<file path="src/rtl/tristate_bus_arbiter.sv">
// Round-robin owner arbiter for a shared tristate bus, with hold limit and turnaround gap.
// Ports: clk, reset, req, wen, wdata in; grant, owner, busy, forced_release, drive, d out.
module tristate_bus_arbiter #(
  parameter int NUM_REQ    = 4,
  parameter int WIDTH      = 4,
  parameter int TURNAROUND = 1,
  parameter int MAX_HOLD   = 8
) (
  input  logic                       clk,
  input  logic                       reset,
  input  logic [NUM_REQ-1:0]         req,
  input  logic [NUM_REQ*WIDTH-1:0]   wen,
  input  logic [NUM_REQ*WIDTH-1:0]   wdata,
  output logic [NUM_REQ-1:0]         grant,
  output logic [$clog2(NUM_REQ)-1:0] owner,
  output logic                       busy,
  output logic                       forced_release,
  output logic [WIDTH-1:0]           drive,
  output logic [WIDTH-1:0]           d
);

  localparam int OW = $clog2(NUM_REQ);
  localparam int HW = $clog2(MAX_HOLD + 1);
  localparam logic [HW-1:0] HMAX = HW'(MAX_HOLD);
  localparam logic [OW:0]   NR   = (OW + 1)'(NUM_REQ);
  localparam logic [3:0]    TINIT =
    (TURNAROUND > 0) ? 4'(TURNAROUND - 1) : 4'd0;

  typedef enum logic [1:0] {IDLE, OWNED, TURN} state_t;

  state_t               state, state_n;
  logic [OW-1:0]        rr_ptr, rr_ptr_n;
  logic [OW-1:0]        owner_n, win, ptr_inc;
  logic [HW-1:0]        hold_cnt, hold_n;
  logic [3:0]           turn_cnt, turn_n;
  logic [NUM_REQ-1:0]   grant_n;
  logic                 fr_n;
  logic [WIDTH-1:0]     drive_n, d_n;
  logic [WIDTH-1:0]     own_wen, own_wdata;
  logic                 own_req, others, rel_a, rel_b;

  // Scan from the highest offset down so the last hit is the
  // first requester at or after rr_ptr.
  always_comb begin
    logic [OW:0] sum;
    win = rr_ptr;
    for (int i = NUM_REQ - 1; i >= 0; i--) begin
      sum = {1'b0, rr_ptr} + (OW + 1)'(i);
      if (sum >= NR) sum = sum - NR;
      if (req[sum[OW-1:0]]) win = sum[OW-1:0];
    end
  end

  always_comb begin
    own_wen   = '0;
    own_wdata = '0;
    for (int i = 0; i < NUM_REQ; i++) begin
      if (owner == OW'(i)) begin
        own_wen   = wen[i*WIDTH +: WIDTH];
        own_wdata = wdata[i*WIDTH +: WIDTH];
      end
    end
  end

  assign own_req = req[owner];
  // grant is onehot(owner) while OWNED, so it masks out the owner.
  assign others  = |(req & ~grant);
  assign rel_a   = !own_req;
  assign rel_b   = (hold_cnt == HMAX) && others;
  assign ptr_inc = (owner == OW'(NUM_REQ - 1)) ? '0 : owner + 1'b1;
  assign busy    = (state != IDLE);

  always_comb begin
    state_n  = state;
    grant_n  = grant;
    owner_n  = owner;
    rr_ptr_n = rr_ptr;
    hold_n   = hold_cnt;
    turn_n   = turn_cnt;
    fr_n     = 1'b0;
    drive_n  = '0;
    d_n      = '0;
    unique case (state)
      IDLE: begin
        if (|req) begin
          grant_n = NUM_REQ'(1) << win;
          owner_n = win;
          hold_n  = HW'(1);
          state_n = OWNED;
        end
      end
      OWNED: begin
        if (own_req) begin
          drive_n = own_wen;
          d_n     = own_wdata & own_wen;
        end
        if (rel_a || rel_b) begin
          grant_n  = '0;
          rr_ptr_n = ptr_inc;
          fr_n     = rel_b && !rel_a;
          if (TURNAROUND > 0) begin
            state_n = TURN;
            turn_n  = TINIT;
          end else begin
            state_n = IDLE;
          end
        end else if (hold_cnt != HMAX) begin
          hold_n = hold_cnt + 1'b1;
        end
      end
      TURN: begin
        if (turn_cnt == 4'd0) state_n = IDLE;
        else turn_n = turn_cnt - 1'b1;
      end
      default: state_n = IDLE;
    endcase
  end

  always_ff @(posedge clk) begin
    if (reset) begin
      state          <= IDLE;
      grant          <= '0;
      owner          <= '0;
      rr_ptr         <= '0;
      hold_cnt       <= '0;
      turn_cnt       <= '0;
      forced_release <= 1'b0;
      drive          <= '0;
      d              <= '0;
    end else begin
      state          <= state_n;
      grant          <= grant_n;
      owner          <= owner_n;
      rr_ptr         <= rr_ptr_n;
      hold_cnt       <= hold_n;
      turn_cnt       <= turn_n;
      forced_release <= fr_n;
      drive          <= drive_n;
      d              <= d_n;
    end
  end

endmodule
</file>
<file path="config.mk">
export PLATFORM = sky130hd
export DESIGN_NAME = tristate_bus_arbiter
export DESIGN_NICKNAME = d
export VERILOG_FILES = /design/src/rtl/tristate_bus_arbiter.sv
export SDC_FILE = /design/constraint.sdc
export NUM_CORES = 1
export LEC_CHECK = 0
export CAP_MARGIN = 5
export CORE_MARGIN = 2
export CORE_UTILIZATION = 25
export CTS_CLUSTER_DIAMETER = 60
export DETAILED_ROUTE_END_ITERATION = 8
export DONT_BUFFER_PORTS = 1
export GPL_TIMING_DRIVEN = 1
export HOLD_SLACK_MARGIN = 0.1
export SLEW_MARGIN = 30
export SYNTH_ARGS = -nofsm -noshare
export SYNTH_HDL_FRONTEND = slang
export SYNTH_SLANG_ARGS = --single-unit
</file>
<file path="constraint.sdc">
create_clock -name clk -period 2.6 [get_ports clk]
set_clock_uncertainty 0.1 [all_clocks]
set_input_delay 0.52 -clock clk [delete_from_list [all_inputs] [get_ports clk]]
set_output_delay 0.52 -clock clk [all_outputs]
set_load 0.05 [all_outputs]
</file>
* Yosys cells after proc, flatten, opt, wreduce, memory -nomap -nowiden
Cells that the tools add are included.
** Storage, ports and cells
- Output and inout bits :: 16
- Latch bits :: 0
- Word-level logic and storage cells :: 108
- Memory bits (writable) :: 0
- Memories kept :: 0
- ROM bits :: 0
- Bits in registers :: 27
- Input bits :: 38
** Cells by class
- Shift operators :: 1
- Add/sub/neg operators :: 10
- Mux-type cells :: 40
- Multiply operators :: 0
- Div/mod/pow operators :: 0
- Magnitude comparators :: 9
- Bitwise logic cells :: 6
- Equal/unequal tests :: 13
- Reductions and logical operators :: 20
** Operator list (count)
- 4-bit two-way mux :: 14
- 2-bit two-way mux :: 12
- 4-bit case mux with 2 select lines :: 3
- 2-bit by 3-bit less-than comparator with 1-bit output (second input constant) :: 5
- 2-bit != test (second input constant) :: 6
- 1-bit binary-select mux with 2-bit select :: 5
- 3-bit >= comparator (second input constant) :: 3
- 3-bit AND reduction :: 3
- 4-bit AND :: 2
- 4-bit OR reduction :: 2
- 2-bit by 1-bit subtractor with 2-bit output (second input constant) :: 4
- 2-bit by 2-bit adder with 3-bit output (second input constant) :: 2
- 2-bit equality test (second input constant) :: 3
- 2-bit case mux with 3 select lines :: 1
- 2-bit nonzero test :: 3
- 3-bit OR reduction :: 2
- 1-bit two-way mux :: 5
- 4-bit by 1-bit adder with 4-bit output (second input constant) :: 1
- 2-bit by 1-bit equality test with 1-bit output (second input constant) :: 2
- 4-bit equality test (second input constant) :: 1
- 2-bit logical NOT :: 2
- 4-bit logical NOT :: 1
- 4-bit != test (second input constant) :: 1
- 4-bit inverter :: 1
- other kinds (11) :: 15

* Logic depth before layout (Yosys ltp)
Gate-level depths: netlist (run 1).
- Depth in word-level cells :: 12
- Depth in mapped cells :: 9
- Gate-level depth less buffers :: 7

* Least setup slack after synthesis (run 1)
No wires, ideal clock.
- Path kind :: reg2reg
- Start :: reg owner[1]
- End :: reg d[0]
- Cell stages (with the launch flop) :: 10
- Setup time :: 78 ps
- Buffers on the path :: 2
- Arrival :: 2016 ps
- Period minus slack after synthesis :: 2194 ps
- Setup slack :: 406 ps
- Path through :: dfxtp_1 > inv_1 > ha_1 > clkbuf_1 > nor2b_1 > clkbuf_1 > a221oi_1 > nor3_1 > a21oi_1 > nor3_1
** On the way
- Longest elaborated chain between the ends :: 6
- Elaborated cells on any way between the ends :: 17
- Classes of those cells :: eq/ne: 3; mux: 10; bitwise: 2; reduce/logical: 2
** RTL lines
- start, declared :: RTL line 15 : output logic [$clog2(NUM_REQ)-1:0] owner,
- start signal, assigned :: RTL line 133 : owner <= owner_n;
- 2-bit logical NOT :: RTL line 58 : if (owner == OW'(i)) begin
- 4-bit two-way mux (4 in series) :: RTL line 58
- 4-bit AND :: RTL line 95 : d_n = own_wdata & own_wen;
- end signal, assigned :: RTL line 139 : d <= d_n;
- end, declared :: RTL line 19 : output logic [WIDTH-1:0] d
Parallel ways exist; a longest one is shown, timed or not. The select of a mux whose other input is x is not followed.
A chain may end at the register's enable or synchronous reset.

* Worst setup path after layout (run 1)
Same ends and word-level chain as after synthesis.

==> results of run 1 <==
[synth_stat cells, types with 2 or more instances]
cell type   n
a21oi_1    15
a221oi_1    7
a32o_1      4
clkbuf_1    7
dfxtp_1    27
ha_1        7
inv_1       9
mux2i_1     3
nand2_1     9
nand2b_1    4
nor2_1     17
nor2b_1    12
nor3_1     17
o21ai_0     3
o41ai_1     2
or3_1       3
xnor2_1     2
xor2_1      2
[kinds of logic after synthesis]
kind of cell | count (synthesis) | synth area share [%]
muxes | 4 | 3.61
and+or+nand+nor | 73 | 26.4
buffers and inverters | 17 | 4.47
AOI/OAI and AO/OA | 39 | 20.0
adders and majority gates | 7 | 6.01
xor gates and xnor gates | 4 | 2.41
DFF | 27 | 37.1
[worst paths after layout]
kind | start | end | slack, ns
worst max-delay path | owner[1] | d[0] | 0.58
worst min-delay path | reset | turn_cnt[0] | 0.21
worst max register to register | owner[1] | d[0] | 0.58
worst min register to register | owner[1] | owner[1] | 0.40
[through the flow]
stage,utilization (%),cell area (um^2),worst slack (ns)
after floorplan,-,1460,0.406
after global placement,27.7,1550,0.636
after detailed placement,27.7,1550,0.608
after CTS,28.5,1590,0.586
after global routing,28.5,1590,0.377
final,28.5,1590,0.576
[sequential cells by signal (all words and copies together) (netlist names)]
register,count
owner,2
hold_cnt,4
grant,4
state,2
d,4
forced_release,1
turn_cnt,4
rr_ptr,2
drive,4
[metal layers]
layer | track usage, % | part of all wire [%] | vias up
li1 | - | - | 616
met1 | 13.8 | 45 | 557
met2 | 17.6 | 48 | 28
met3 | 2.81 | 5.5 | 6
met4 | 5.59 | 2.0 | 0
met5 | 0 | 0 | -
[power groups by stage]
stage / Combinational (W) / Clock (W) / Sequential [W]
after floorplan: 0.000165 / 0 / 0.000500
after global placement: 0.000223 / 0 / 0.000480
after detailed placement: 0.000225 / 0 / 0.000480
after CTS: 0.000226 / 0.000248 / 0.000470
after global routing: 0.000253 / 0.000266 / 0.000473
final: 0.000225 / 0.000237 / 0.000470
[worst reg2reg max path: stages (launching register included)]
cell,delay [ns]
dfxtp_1,0.40
inv_1,0.08
ha_1,0.30
nor2b_1,0.43
a221oi_1,0.15
nor3_1,0.23
a21oi_1,0.08
nor3_1,0.18
[layout make-up]
cell class	instances	area, um^2	share of cell area [%]
tap	72	90.1	5.66
clock buffer	4	45.0	2.83
inverter	9	33.8	2.12
timing repair buffer	4	30.0	1.89
sequential	27	541	34.0
multi-input combinational	127	851	53.5
==> summary.json, run 1 <==
{
  "status": "finished, final reports clean",
  "tritoncts": "done",
  "peakVddDrop_uv": 191,
  "dp_hpwl_um": 2760,
  "clk_path_buf_depth": 2,
  "gp_congestion": 0.733,
  "timing_worst_slew_pin_value_ns": 0.645,
  "finalHoldViolCount": 0,
  "clk_pin_slew_worst_paths_ns": 0.09,
  "cts_root_buffer": "clkbuf_8",
  "row_count": 27,
  "die_h_um": 80.3,
  "insertedDiodeCount": 0,
  "synth_cells": 171,
  "cts-htree-levels": 1,
  "power.density_cell_area_nw_per_um2": 586,
  "comb_power_share_pct": 24.1,
  "leakage_nw": 0.578,
  "crit_path_top_delay_cell": "nor2b_1",
  "drt_pre_antenna_iters": 4,
  "synth_seq_cells": 27,
  "global_route.usage.total_pct": 11.1,
  "initialDrtViolationCount": 53,
  "critPathArrivalTime_ns": 2.12,
  "worst_hold_slack_ns": 0.210,
  "power.share.switching_pct": 32.1,
  "timing.final.max_slew_violations": 0,
  "post_drt_wl_per_cell_um": 14.3,
  "syn-cell-area_um2": 1460,
  "finalCritPeriodShare_pct": 77.8,
  "clk-insertion-delay-late_ns": 0.27,
  "tritoncts.num_buffers": 3,
  "area_growth_syn_to_layout_pct": 9.19,
  "max_cap_violations": 0,
  "syn-mean-instance-area_um2": 8.52,
  "report.final.setup_viol": 0,
  "antenna_found_initial": 0,
  "synthDistinctLibCells": 39,
  "tns_ns": 0,
  "synth-edff-count": 0,
  "route.antenna.remaining_nets": 0,
  "report.power.total_w": 0.000932,
  "pwr-share-seq_pct": 50.4,
  "worst-setup-path-type": "flip-flop to flip-flop",
  "ys_async_sr_fraction_pct": 0,
  "timing.max_slew.rel_slack_pct": 57.0,
  "layout.cells.most_common_list": "dfxtp_1, nor2_1, nor3_1",
  "p_clk_share_pct": 25.5,
  "dp.cells": 239,
  "worst_r2r_path_depth": 7,
  "mostFrequentLayoutCell": "dfxtp_1",
  "cp_max_fo": 10,
  "ratio_of_routed_vias_to_standard_cells": 4.97,
  "final_period_minus_worst_setup_slack_ns": 2.02,
  "fp.dieArea_um2": 6450,
  "post_cts.resized_instances": 0,
  "cell_internal_pwr_w": 0.000633,
  "boundaryPins": 54,
  "postSynth.topFlopCell": "dfxtp_1",
  "grt_first_pass_wirelength_um": 5630,
  "design.core.area_um2": 5570,
  "chipWidth_um": 80.3,
  "drcViolationCount": 0,
  "critical_path_depth": 7,
  "hold_buffers": 0,
  "final_layout_size_suffix_gt1_share_pct": 8.77,
  "worstPathRequired_ns": 2.70,
  "num_vias": 1207,
  "synth_top_cell_area_share_pct": 37.1,
  "grt_max_degree": 20,
  "seq_area_frac_synth_pct": 37.1,
  "synth.area.top_cells": "dfxtp_1, ha_1, nor3_1",
  "grt.overflow.total": 0,
  "crit_path_start_kind": "flip-flop",
  "rsz_0062_raised_after_global_routing": "no",
  "initial_utilization_pct": 26.1,
  "crit_path_frequent_cell": "nor3_1",
  "critical_path.n_buffers_inverters": 1,
  "yosysTopAreaCell": "dfxtp_1",
  "tritoncts_num_sinks": 27,
  "worst_hold_path.num_cells": 1,
  "drt-total-wl_um": 3480,
  "endpoint_kind": "flip-flop",
  "layout.cells.non_filler": 243,
  "postCtsSetupRepairBufs": 0,
  "p_sw_w": 0.000299,
  "fillers": 599,
  "hold_path_class": "input port to flip-flop",
  "timing.critical_path.cells": "inv_1, ha_1, nor2b_1, a221oi_1, nor3_1, a21oi_1, nor3_1",
  "port_buffers": 0,
  "cpPeakStageDelay_ns": 0.43,
  "yosysWarnings": 0,
  "synthesis.nets": 216,
  "max_freq_mhz": 494,
  "fin_nets": 217,
  "grt_pass1_vias": 1217,
  "critPathTopFamily": "simple AND/OR/NAND/NOR gates"
}
(Power assumes the default switching activity.)
==> run 2, diff against run 1 <==
clock period = 1.8 ns   (was 2.6 ns; I/O delays follow)
==> summary.json, run 2 (same netlist as run 1, synthesis figures left out) <==
{
  "status": "finished, final reports clean",
  "cp_max_fo": 6,
  "worst_hold_slack_ns": 0.149,
  "dp_hpwl_um": 2750,
  "report.power.total_w": 0.00142,
  "boundaryPins": 54,
  "worstPathRequired_ns": 1.89,
  "chipWidth_um": 80.3,
  "tritoncts_num_sinks": 27,
  "grt_max_degree": 17,
  "fin_nets": 230,
  "tritoncts": "done",
  "layout.cells.most_common_list": "dfxtp_1, nor2_1, nor3_1",
  "tns_ns": 0,
  "drcViolationCount": 0,
  "crit-reg2reg-capture": "hold_cnt[1]",
  "antenna_found_initial": 0,
  "port_buffers": 0,
  "tritoncts.num_buffers": 3,
  "route.antenna.remaining_nets": 0,
  "critPathArrivalTime_ns": 1.84,
  "peakVddDrop_uv": 286,
  "row_count": 27,
  "die_h_um": 80.3,
  "report.final.setup_viol": 0,
  "timing_worst_slew_pin_value_ns": 0.577,
  "global_route.usage.total_pct": 10.8,
  "area_growth_syn_to_layout_pct": 20.3,
  "gp_congestion": 0.780,
  "setup.worst_path.end": "hold_cnt[1]",
  "endpoint_kind": "flip-flop",
  "clk_pin_slew_worst_paths_ns": 0.10,
  "cts_root_buffer": "clkbuf_8",
  "clk-insertion-delay-late_ns": 0.27,
  "fp.dieArea_um2": 6450,
  "timing.max_slew.rel_slack_pct": 61.4,
  "clk_path_buf_depth": 2,
  "insertedDiodeCount": 0,
  "final_layout_size_suffix_gt1_share_pct": 22.8,
  "initial_utilization_pct": 26.1,
  "post_drt_wl_per_cell_um": 13.9,
  "power.density_cell_area_nw_per_um2": 809,
  "max_freq_mhz": 573,
  "grt.overflow.total": 0,
  "r2r_setup_slack_ns": 0.05,
  "r2r_start": "owner[1]",
  "final_period_minus_worst_setup_slack_ns": 1.75,
  "cts-htree-levels": 1,
  "initialDrtViolationCount": 59,
  "rsz_0062_raised_after_global_routing": "yes",
  "worst-setup-path-type": "flip-flop to flip-flop",
  "drt_pre_antenna_iters": 6,
  "worst_r2r_path_depth": 4,
  "hold_path_class": "input port to flip-flop",
  "max_cap_violations": 0,
  "crit_path_start_kind": "flip-flop",
  "leakage_nw": 0.664,
  "mostFrequentLayoutCell": "dfxtp_1",
  "dp.cells": 249,
  "crit_start": "owner[1]",
  "fillers": 596,
  "drt-total-wl_um": 3560,
  "post-route-util_pct": 31.4,
  "grt_first_pass_wirelength_um": 5430,
  "grt_pass1_vias": 1159,
  "finalHoldViolCount": 0,
  "ratio_of_routed_vias_to_standard_cells": 4.89,
  "finalCritPeriodShare_pct": 97.0,
  "layout.cells.non_filler": 256,
  "num_vias": 1251,
  "timing.final.max_slew_violations": 0,
  "design.core.area_um2": 5570
}
## run 2: changes by cell type in the layout (fill, tap and decap cells not counted), sizes merged
cell         previous run  this run
buf                     4        16
clkinv                  0         1
clkbuf                  4         3
dlygate4sd3             0         1
## run 2: how the worst min path moves through the flow
| stage | start | end | cells past startpoint |
|---|---|---|---|
| 6_report | reset | turn_cnt[1] | 2 |
| 2_1_floorplan | turn_cnt[1] | turn_cnt[1] | 2 |
| 3_5_place_dp | reset | owner[1] | 1 |
| 5_1_grt | reset | turn_cnt[1] | 2 |
| 3_3_place_gp | reset | owner[0] | 1 |
| 4_1_cts | reset | turn_cnt[1] | 2 |
## run 2: per-layer routing
layer  vias to the layer above  routed length [um]  track usage, %
li1                        638                   -               -
met1                       586                1540            12.9
met2                        23                1840            17.8
met3                         4                 128            2.81
met4                         0                  49            5.25
met5                         -                   0               0
## run 2: critical path, stage by stage, from the launching register on
cell and delay (ns):
dfxtp_4 0.39, mux4_2 0.55, and3_4 0.22, or3_1 0.30, a21oi_1 0.12
## run 2: cell type report
| class | count | area (um^2) | share of cell area [%] |
|---|---|---|---|
| multi-input combinational | 127 | 896 | 51.1 |
| sequential | 27 | 552 | 31.5 |
| timing repair buffer | 17 | 134 | 7.64 |
| tap | 72 | 90.1 | 5.14 |
| clock buffer | 3 | 41.3 | 2.36 |
| inverter | 9 | 33.8 | 1.93 |
| clock inverter | 1 | 5.00 | 0.286 |
## run 2: what timing repair did
item                                    CTS  global route
setup buffers                             0             2
pin swaps                                 0             7
resized for setup                         1            16
hold buffers                              1             0
endpoints found under the setup margin    4            15
hold endpoints to repair                 14             0
## run 2: where the power goes
group	switching [W]	internal [W]
Clock	0.000189	0.000155
Combinational	0.000227	0.000173
Sequential	0.0000453	0.000628
Total	0.000462	0.000956
## run 2: through the flow
stage | area [um^2] | setup slack (ns)
final | 1750 | 0.0543
after global routing | 1750 | -0.0273
after CTS | 1690 | 0.0218
after detailed placement | 1630 | -0.0803
after global placement | 1630 | -0.0178
after floorplan | 1470 | -0.00871
==> run 3, diff against run 2 <==
==> constraint.sdc (replaced) <==
create_clock -name clk -period 1.8 [get_ports clk]
set_clock_uncertainty 0.1 [all_clocks]
set_input_delay 0.18 -clock clk [delete_from_list [all_inputs] [get_ports clk]]
set_output_delay 0.18 -clock clk [all_outputs]
set_load 0.05 [all_outputs]
==> summary.json, run 3 (same netlist as run 1, synthesis figures left out) <==
{
  "timing.final.max_slew_violations": 0,
  "cp_max_fo": 5,
  "worst-setup-path-type": "flip-flop to flip-flop",
  "clk_pin_slew_worst_paths_ns": 0.10,
  "r2r_start": "owner[1]",
  "drt_pre_antenna_iters": 4,
  "violations_in_the_final_reports": "setup timing",
  "route.antenna.remaining_nets": 0,
  "dp_hpwl_um": 2720,
  "timing.critical_path.cells": "mux4_2, a21boi_4, buf_4, mux2i_1, nor2_1",
  "grt_pass1_vias": 1218,
  "finalHoldViolCount": 0,
  "antenna_found_initial": 0,
  "timing.hold.worst.start": "reset",
  "drt-total-wl_um": 3810,
  "global_route.usage.total_pct": 11.5,
  "hold_path_class": "input port to flip-flop",
  "peakVddDrop_uv": 336,
  "fp.dieArea_um2": 6450,
  "timing.max_slew.rel_slack_pct": 47.0,
  "insertedDiodeCount": 0,
  "power.density_cell_area_nw_per_um2": 782,
  "critPathTopFamily": "multiplexers",
  "crit_path_top_delay_cell": "mux4_2",
  "rsz_0062_raised_after_global_routing": "yes",
  "final_layout_size_suffix_gt1_share_pct": 22.3,
  "initial_utilization_pct": 26.1,
  "num_vias": 1317,
  "cpPeakStageDelay_ns": 0.55,
  "post_drt_wl_per_cell_um": 14.4,
  "layout.cells.most_common_list": "dfxtp_1, nor2_1, nor3_1",
  "crit_path_start_kind": "flip-flop",
  "critPathArrivalTime_ns": 1.85,
  "grt_max_degree": 19,
  "fin_nets": 239,
  "endpoint_kind": "flip-flop",
  "boundaryPins": 54,
  "cts-htree-levels": 1,
  "die_h_um": 80.3,
  "post-route-util_pct": 33.0,
  "leakage_nw": 0.707,
  "initialDrtViolationCount": 39,
  "gp_congestion": 0.776,
  "ratio_of_routed_vias_to_standard_cells": 4.97,
  "grt_first_pass_wirelength_um": 5790,
  "crit_start": "owner[1]",
  "tritoncts.num_buffers": 3,
  "clk-insertion-delay-late_ns": 0.28,
  "drcViolationCount": 0,
  "clk_path_buf_depth": 2,
  "worst_slack_ns": -0.00448,
  "max_freq_mhz": 554,
  "mostFrequentLayoutCell": "dfxtp_1",
  "grt.overflow.total": 0,
  "worst_hold_slack_ns": 0.0943,
  "chipWidth_um": 80.3,
  "design.core.area_um2": 5570,
  "max_cap_violations": 0,
  "port_buffers": 0,
  "row_count": 27,
  "worstPathRequired_ns": 1.85,
  "status": "finished with violations",
  "critical_path.n_buffers_inverters": 1,
  "timing_worst_slew_pin_value_ns": 0.793,
  "tritoncts": "done",
  "report.final.setup_viol": 1,
  "final_period_minus_worst_setup_slack_ns": 1.80,
  "cts_root_buffer": "clkbuf_8",
  "finalCritPeriodShare_pct": 100,
  "tritoncts_num_sinks": 27,
  "area_growth_syn_to_layout_pct": 26.5
}
## run 3: timing repair
action | 4_1_cts | 5_1_grt
pin swaps | 0 | 6
endpoints found under the hold margin | 26 | 0
buffers inserted | 0 | 4
hold buffers | 9 | 0
endpoints found under the setup margin | 4 | 17
gates resized for setup | 1 | 15
## run 3: where the power goes
group	internal, W	leakage, nW	switching [W]
clock	0.000155	0.0255	0.000193
combinational	0.000184	0.459	0.000237
sequential	0.000628	0.222	0.0000435
## run 3: path summary, 6_finish.rpt
check                    to  slack [ns]  depth (start not counted)
max               rr_ptr[0]      -0.004                          5
min          forced_release        0.09                          2
max reg2reg       rr_ptr[0]      -0.004                          5
min reg2reg     turn_cnt[1]        0.39                          2
## run 3: area by class of cell
class,count,area (um^2)
sequential,27,552
clock buffer,3,41.3
tap,72,90.1
inverter,9,33.8
multi-input combinational,127,898
fill,568,3730
timing repair buffer,26,221
clock inverter,1,5.00
## run 3: metrics by stage
stage | power (W) | std cells | worst slack, ns | cell area (um^2) | TNS (ns)
4_1_cts | 0.00142 | 261 | 0.0227 | 1760 | 0
3_3_place_gp | 0.00104 | 248 | -0.0161 | 1620 | -0.0161
2_1_floorplan | 0.000963 | 171 | -0.00871 | 1470 | -0.0341
5_1_grt | 0.00152 | 265 | -0.0906 | 1840 | -0.311
3_5_place_dp | 0.00105 | 248 | -0.0556 | 1620 | -0.0608
6_report | 0.00144 | 265 | -0.00448 | 1840 | -0.00448
## run 3: metal layers
metal	track usage (%)	part of all wire (%)	wire length, um
met4	6.10	2.7	104
met5	0	0	0
met2	18.6	50	1890
met1	14.1	43	1630
met3	2.70	4.7	180
==> RTL edit, RTL diff (config.mk and constraints of run 2) <==
Change the parameter `MAX_HOLD` from 8 to 16.
--- a/src/rtl/tristate_bus_arbiter.sv
+++ b/src/rtl/tristate_bus_arbiter.sv
@@ -5,5 +5,5 @@
   parameter int WIDTH      = 4,
   parameter int TURNAROUND = 1,
-  parameter int MAX_HOLD   = 8
+  parameter int MAX_HOLD   = 16
 ) (
   input  logic                       clk,
Function: changed (Yosys sat finds a counterexample within 10 cycles, from zero or initial values and one cycle with reset high).
==> RTL edit against run 2 <==
Critical path depth down 1; wire length up 16%; area after synthesis up 10%; first-iteration DRC count down 3.4%; setup slack worse by 0.0094 ns; die area up 9.8%; final area up 15%; sequential cell count up 1; total power up 4.6%.
==> RTL edit: results (changes against run 2) <==
Largest register FFs: 5
Worst-Margin Slew: 0.531 ns (-0.0452 ns)
Vias/cell: 5.30 (+8.5%)
Final net count: 248 (+7.8%)
N_diodes: 0 (unchanged)
Peak supply drop: 0.000363 V (+27%)
Critical Path AT: 1.82 ns (-0.02 ns)
Status: completed
CP max stage delay: 0.57 ns (+0.02 ns)
Synth Instances: 184 (+7.6%)
DRT iter0 DRCs: 57 (-3.4%)
DP Worst Slack: 0.0113 ns (+0.0916 ns)
Initial DRT Pass Iterations: 4 (-2)
Placed cell count: 271 (+8.8%)
Area after DPL: 1860 sq um (+14%)
Post-synthesis sequential area ratio: 0.349 (-0.0222)
CP top delay family: multiplexers
Tot GR Track Use: 0.116 (+0.00784)
Synth area leaders: dfxtp_1 (35%), ha_1 (6.2%), nor3_1 (3.4%)
First-pass GRT wire length: 6.73 mm (+24%)
Cell Count, Final, Fillers Out: 278 (+8.6%)
Post-Syn Nets: 230 (+6.5%)
Post-synthesis register bit count: 28 (+3.7%)
Placer Congestion: 0.772 (-1.0%)
Worst hold slack: 0.0367 ns (-0.112 ns)
Async set-reset flop share out of synthesis: 0 (unchanged)
Netlist cell types: 48 (+23%)
Total CTS buffers: 3 (unchanged)
Detailed Place HPWL: 3.11 mm (+13%)
Top cells by count, synth: dfxtp_1 (28), inv_1 (14), nor3_1 (11)
Layout cells sized above 1: 0.284 (+0.0553)
Switching share of power: 0.318 (-0.00792)
Total Wirelength: 4.13 mm (+16%)
Synth warn: 0 (unchanged)
Worst Slack Setup Final: 0.0449 ns (-0.00939 ns)
Power Total: 1.48 mW (+4.6%)
Largest net degree at the start of global routing: 35 (+18)
Leak: 0.770 nW (+16%)
Vias in the first global route: 1390 (+20%)
Worst-Skew Late Latency: 0.27 ns (about the same)
Clk pwr: 342 uW
P_seq: 697 uW (+3.6%)
==> RTL edit: cell count changes in the layout (fill, tap and decap cells not counted), sizes merged, moves of 5 or more <==
| cell | change |
|---|---|
| nor2 | -11 |
| a21oi | -8 |
| buf | +8 |
| nor3 | -6 |
| a22oi | +5 |
| inv | +5 |
| nand3 | +5 |
==> RTL edit: final cells by class <==
class                      count  area [sq um]
clock buffer                   4          45.0
tap                           77          96.3
inverter                      14          55.1
multi-input combinational    131          1050
fill                         650          4260
timing repair buffer          24           201
sequential                    28           569
==> RTL edit: layer usage <==
layer | global-route usage | share of wire | up-vias
met5 | 0 | 0 | -
met4 | 0.0264 | 0.0073 | 0
li1 | - | - | 715
met2 | 0.188 | 0.51 | 37
met3 | 0.0393 | 0.064 | 2
met1 | 0.148 | 0.42 | 720
==> RTL edit: logic make-up (layout without fill, tap and decap cells) <==
family                     count (synthesis)  after routing  synth area share
AOI/OAI and AO/OA                         48             48             0.234
buffers and inverters                     25             42            0.0615
xor gates and xnor gates                   5              5            0.0273
DFF                                       28             28             0.349
muxes                                      3              3            0.0273
adders and majority gates                  8              8            0.0623
and+or+nand+nor                           67             67             0.238
==> RTL edit: worst paths after layout <==
check	from	endpoint	cells after the start
worst min register to register	owner[1]$_SDFFE_PP0P_	owner[1]$_SDFFE_PP0P_	2
worst max register to register	owner[1]$_SDFFE_PP0P_	rr_ptr[0]$_SDFFE_PP0N_	3
worst max-delay path	owner[1]$_SDFFE_PP0P_	rr_ptr[0]$_SDFFE_PP0N_	3
worst min-delay path	reset	hold_cnt[1]$_SDFFE_PP0P_	1
==> RTL edit: timing repair <==
item	4_1_cts	5_1_grt
gates resized for setup	1	25
pin swaps	0	5
setup buffers	0	2
cloned	0	1
endpoints found under the hold margin	21	20
endpoints found under the setup margin	1	19
